`src/rtl/cpu_port_pins.sv`:
```
`default_nettype none
// ============================================================================
// Module      : cpu_port_pins
// Description : Resolves the effective level of the eight 6510 CPU port pins
//               from the DDR/data registers, external pull-ups, the cassette
//               sense input and the charge fade of the two floating pins.
//               Drives the C64 banking lines and the cassette motor/write
//               lines. pins_o is the read-back source for $01 reads.
// Revision    : 1.0 - initial release
// ----------------------------------------------------------------------------
// Ports
//   clk            in   1  system clock
//   reset_n        in   1  asynchronous active-low reset
//   cpuport_ddr    in   8  port direction register, 1 = output
//   cpuport_value  in   8  port data register
//   tape_sense_i   in   1  cassette button sense (async), 0 = pressed
//   pins_o         out  8  registered effective pin levels
//   lo_ram         out  1  LORAM  (pins_o[0])
//   hi_ram         out  1  HIRAM  (pins_o[1])
//   charen         out  1  CHAREN (pins_o[2])
//   tape_write_o   out  1  cassette write line (pins_o[3])
//   tape_motor_o   out  1  1 = motor on (bit 5 driven low)
//   bank_changed   out  1  one-cycle pulse when {charen,hi_ram,lo_ram} moves
// ============================================================================
module cpu_port_pins #(
  parameter int                FADE_W      = 24,
  // Must be >= 2: the terminal count is FADE_CYCLES-1 and must be reachable
  // after at least one increment.
  parameter logic [FADE_W-1:0] FADE_CYCLES = 24'd14_000_000,
  parameter logic [7:0]        PULLUP_MASK = 8'h2F,
  parameter logic [7:0]        FLOAT_MASK  = 8'hC0
) (
  input  logic       clk,
  input  logic       reset_n,
  input  logic [7:0] cpuport_ddr,
  input  logic [7:0] cpuport_value,
  input  logic       tape_sense_i,
  output logic [7:0] pins_o,
  output logic       lo_ram,
  output logic       hi_ram,
  output logic       charen,
  output logic       tape_write_o,
  output logic       tape_motor_o,
  output logic       bank_changed
);

  localparam logic [7:0]        PINS_RESET = 8'h37;
  localparam logic [FADE_W-1:0] FADE_LAST  =
    FADE_CYCLES - {{(FADE_W-1){1'b0}}, 1'b1};

  // --------------------------------------------------------------------------
  // Cassette sense synchroniser. Resets to 1 (button released) so a reset
  // never shows a spurious press on bit 4.
  // --------------------------------------------------------------------------
  logic sense_meta;
  logic sense_s;

  always_ff @(posedge clk or negedge reset_n) begin
    if (!reset_n) begin
      sense_meta <= 1'b1;
      sense_s    <= 1'b1;
    end else begin
      sense_meta <= tape_sense_i;
      sense_s    <= sense_meta;
    end
  end

  // --------------------------------------------------------------------------
  // Floating-pin charge model. A floating bit keeps the last level it was
  // driven with; a stored 1 leaks away after FADE_CYCLES undriven clocks.
  //   HELD   : ddr=1, charge follows value, counter parked at 0
  //   FADING : ddr=0, charge=1, counter running
  //   EMPTY  : ddr=0, charge=0, counter parked at 0
  // The counter is cleared on terminal count so it can never wrap.
  // --------------------------------------------------------------------------
  logic [7:0] charge;

  for (genvar i = 0; i < 8; i++) begin : g_bit
    if (FLOAT_MASK[i]) begin : g_float
      logic              chg;
      logic [FADE_W-1:0] cnt;

      always_ff @(posedge clk or negedge reset_n) begin
        if (!reset_n) begin
          chg <= 1'b0;
          cnt <= '0;
        end else if (cpuport_ddr[i]) begin
          // Driving the pin (re)charges it; any fade in progress is abandoned.
          chg <= cpuport_value[i];
          cnt <= '0;
        end else if (chg) begin
          if (cnt == FADE_LAST) begin
            chg <= 1'b0;
            cnt <= '0;
          end else begin
            cnt <= cnt + 1'b1;
          end
        end
      end

      assign charge[i] = chg;
    end else begin : g_fixed
      assign charge[i] = 1'b0;
    end
  end

  // --------------------------------------------------------------------------
  // Next pin level. An output bit always wins; an input bit takes its source
  // from the board: tape sense on bit 4, stored charge on floating bits,
  // pull-up (or nothing) elsewhere. Computed only from the current ddr/value
  // pair, so a simultaneous change of both never exposes a mixed state.
  // --------------------------------------------------------------------------
  logic [7:0] pins_next;

  always_comb begin
    pins_next = '0;
    for (int i = 0; i < 8; i++) begin
      if (cpuport_ddr[i]) begin
        pins_next[i] = cpuport_value[i];
      end else if (i == 4) begin
        pins_next[i] = sense_s;
      end else if (FLOAT_MASK[i]) begin
        pins_next[i] = charge[i];
      end else begin
        pins_next[i] = PULLUP_MASK[i];
      end
    end
  end

  // --------------------------------------------------------------------------
  // Output registers. bank_changed compares the incoming banking bits with
  // those currently presented, so it rises together with the new levels.
  // --------------------------------------------------------------------------
  always_ff @(posedge clk or negedge reset_n) begin
    if (!reset_n) begin
      pins_o       <= PINS_RESET;
      tape_motor_o <= 1'b0;
      bank_changed <= 1'b0;
    end else begin
      pins_o       <= pins_next;
      tape_motor_o <= cpuport_ddr[5] & ~cpuport_value[5];
      bank_changed <= (pins_next[2:0] != pins_o[2:0]);
    end
  end

  assign lo_ram       = pins_o[0];
  assign hi_ram       = pins_o[1];
  assign charen       = pins_o[2];
  assign tape_write_o = pins_o[3];

endmodule
`default_nettype wire

```
`config.mk`:
```
export PLATFORM = sky130hd
export DESIGN_NAME = cpu_port_pins
export DESIGN_NICKNAME = d
export VERILOG_FILES = /design/src/rtl/cpu_port_pins.sv
export SDC_FILE = /design/constraint.sdc
export NUM_CORES = 1
export LEC_CHECK = 0
export BUFFER_PORTS_ARGS = -buffer_cell sky130_fd_sc_hd__buf_2
export CORE_MARGIN = 1.5
export CORE_UTILIZATION = 40
export DETAILED_ROUTE_END_ITERATION = 10
export SLEW_MARGIN = 20
export SYNTH_ARGS = -nofsm -noshare
export SYNTH_HDL_FRONTEND = slang
export SYNTH_SLANG_ARGS = --single-unit
```
`constraint.sdc`:
```
create_clock -name clk -period 2.1 [get_ports clk]
set_input_delay 0.105 -clock clk [delete_from_list [all_inputs] [get_ports clk]]
set_output_delay 0.105 -clock clk [all_outputs]
set_load 0.02 [all_outputs]
```
==> impl_metrics.tcl <==
set metrics [dict create \
    first_iter_violations 143 \
    leakagePower_nw 1.68 \
    synth_top_flop_cell "dfrtp_1" \
    grt_overflow 0 \
    antenna_cells 0 \
    insertion_delay_ps 350 \
    fin_nets 433 \
    synth_common_cells "dfrtp_1 (55), nand2_1 (44), a31oi_1 (28), nand3_1 (27)" \
    p_per_area_nw_per_um2 636 \
    max-vdd-ir-drop_mv 0.306 \
    h-tree-depth 3 \
    die_h_um 93.2 \
    wirelength_um 7540 \
    path_clk_slew_ps 70 \
    end_kind "flip-flop" \
    grt_usage_pct 19.0 \
    layout-drive-gt1-share_pct 23.0 \
    p_total_mw 2.57 \
    rows 32 \
    min_to "g_bit[7].g_float.cnt[4]" \
    fillCellCount 738 \
    crit_type "reg2reg" \
    yosys.area.top_type_share_pct 42.3 \
    die-area_um2 8680 \
    wl_per_cell_um 14.5 \
    io_pins 33 \
    core_area_um2 7810 \
    cts_buffers 9 \
    tightest_slew_ps 542 \
    dp_slack_ps 43.8 \
    drtPass1Iterations 4 \
    r2r_start "g_bit[7].g_float.cnt[21]" \
    grt_max_degree 47 \
    critPathBufInv 1 \
    maxCapViolCount 0 \
    portBuffers 32 \
    synth_area_leaders "dfrtp_1 (42%), dfstp_2 (5.7%), a31oi_1 (5.4%), nand2_1 (5.1%), nand3_1 (4.2%)" \
    whs_path_depth 2 \
    gp_congestion 0.844 \
    fin_util_pct 51.7 \
    max_freq_ghz 0.500 \
    synth_most_common_cell "dfrtp_1" \
    reg2regPathDepth 6 \
    synthToLayoutAreaGrowth_pct 24.2 \
    clk_path_buf_depth 2 \
    startpoint_type "flip-flop" \
    syn_area_um2 3250 \
    crit_path_max_incr_delay_ps 550 \
    viasPerCell 5.57 \
    setup_viol 0 \
    layout_min_cycle_time_ps 2000 \
    slew_headroom_pct 63.8 \
    path_cells "or4b_4, nor4_4, a21oi_2, buf_6, o221ai_1, o31ai_1" \
    dpl.hpwl_um 5220 \
    slowest_stage "or4b_4" \
    dpl-instance-area_um2 3650 \
    avgSynthCellArea_um2 9.32 \
    synth_edf_count 0 \
    fin_skew_ps 7.85 \
    synth_warnings 0 \
    die_w_um 93.2 \
    maxSlewViolCount 0 \
    r2r_setup_slack_ps 100 \
    grt_pass1_vias 2778 \
    min_from "cpuport_ddr[7]" \
    synthArstFlopShare_pct 100 \
    setup_ws_ps 98.2 \
    cts_tree "built" \
    yosysSeqAreaShare_pct 48.0 \
    clkSinkCount 62 \
    crit_start "g_bit[7].g_float.cnt[21]" \
    r2r_end "g_bit[7].g_float.cnt[14]" \
    drc_errors 0 \
    synth_top_area_cell "dfrtp_1" \
    worstPathMaxFanout 10 \
    hold_viol_final 0 \
    syn_inst 349 \
    antenna_found_initial 0 \
    arrival_ps 2230 \
    design_area_um2 4040 \
    start_util_pct 41.7 \
    clock-root-buffer "clkbuf_8" \
    min_period_over_period_pct 95.3 \
    synth.distinct_cells 50 \
    synth-seq-cells 62 \
    grt_pass1_wl_um 12900 \
    rsz0062_at_grt "yes" \
    hp-class "in2reg" \
    required_ps 2320 \
    synthesis.nets 370 \
    dr_total_vias 2893 \
    final_antenna_net_count 0 \
    cpLargestDelayFamily "simple AND/OR/NAND/NOR gates" \
    outcome "finished clean" \
    cts_setup_buffers 0 \
]
per-layer routing:
layer  part of all wire (%)  GRT usage (%)  vias to the layer above
li1                       -              -                     1426
met1                     51           26.6                     1391
met2                     43           28.3                       61
met3                    3.4           3.25                       15
met4                    2.4           9.60                        0
met5                      0              0                        -
per-stage QoR:
stage,cells,setup TNS [ps],hold WS [ps]
4_1_cts,519,0,2.00
2_1_floorplan,349,0,-191
3_3_place_gp,488,0,70.0
6_report,519,0,20.8
3_5_place_dp,488,0,74.3
5_1_grt,519,-33.2,15.7
flip-flops by register name, indices dropped and copies added (netlist names):
| name | count |
|---|---|
| g_bit.g_float.cnt | 48 |
| g_bit.g_float.chg | 2 |
| tape_motor_o | 1 |
| bank_changed | 1 |
| sense_meta | 1 |
| pins_o | 8 |
| sense_s | 1 |
worst max path at each step:
stage                                          end  slack, ps  cells after the start
after global routing       g_bit[7].g_float.cnt[3]        -20                      6
after CTS                 g_bit[7].g_float.cnt[14]         30                      6
after detailed placement  g_bit[7].g_float.cnt[14]         40                      6
final                     g_bit[7].g_float.cnt[14]        100                      6
after floorplan           g_bit[7].g_float.cnt[17]        110                      5
after global placement    g_bit[7].g_float.cnt[14]         80                      6
cell families after synthesis:
| kind of cell | after synthesis | synth area share [%] |
|---|---|---|
| buffers and inverters | 28 | 4.46 |
| and+or+nand+nor | 162 | 26.8 |
| xor gates and xnor gates | 7 | 1.89 |
| muxes | 4 | 1.31 |
| adders and majority gates | 2 | 0.769 |
| DFF | 62 | 48.0 |
| AOI/OAI and AO/OA | 84 | 16.8 |
layout make-up:
cell class                 instances  area (um2)  area share [%]
sequential                        62        1560            38.7
inverter                           9        33.8           0.836
multi-input combinational        259        1580            39.2
clock inverter                     7        73.8            1.83
tap                              102         128            3.16
clock buffer                       9         124            3.07
timing repair buffer              71         536            13.3
power breakdown:
group | switching (mW) | internal, mW
logic | 0.149 | 0.107
registers | 0.0300 | 1.23
clock network | 0.503 | 0.551
repair_timing:
item,CTS,global route
resized for setup,0,10
endpoints found under the hold margin,26,0
hold buffers,15,0
endpoints found under the setup margin,0,21
placed cells by master (no fill, tap or decap), types with 2 or more instances in the layout:
| cell | count |
|---|---|
| and3_1 | 9 |
| a21oi_2 | 2 |
| a21o_1 | 2 |
| clkinv_2 | 2 |
| dfrtp_1 | 54 |
| buf_12 | 3 |
| nand4b_1 | 2 |
| buf_2 | 32 |
| a211o_1 | 2 |
| buf_6 | 2 |
| clkbuf_8 | 9 |
| mux2i_1 | 2 |
| buf_4 | 19 |
| nand2_1 | 44 |
| xor2_1 | 2 |
| or2_2 | 2 |
| dfstp_2 | 7 |
| inv_1 | 9 |
| nor4_4 | 2 |
| dlygate4sd3_1 | 15 |
| clkinv_4 | 2 |
| a22o_1 | 5 |
| or3_1 | 6 |
| a21oi_1 | 16 |
| a31oi_1 | 28 |
| nand4_1 | 16 |
| nor3_1 | 11 |
| and2_1 | 4 |
| nand2b_1 | 11 |
| a41oi_1 | 6 |
| mux2_2 | 2 |
| and4_1 | 3 |
| xnor2_1 | 5 |
| nand3_1 | 26 |
| o21ai_0 | 13 |
| nor2_1 | 16 |
worst register-to-register path, stage by stage (launching register included):
cell	delay, ps
dfrtp_1	380
or4b_4	550
nor4_4	320
a21oi_2	160
buf_6	190
o221ai_1	180
o31ai_1	100
No activity file was read; power rests on OpenSTA's default activity.
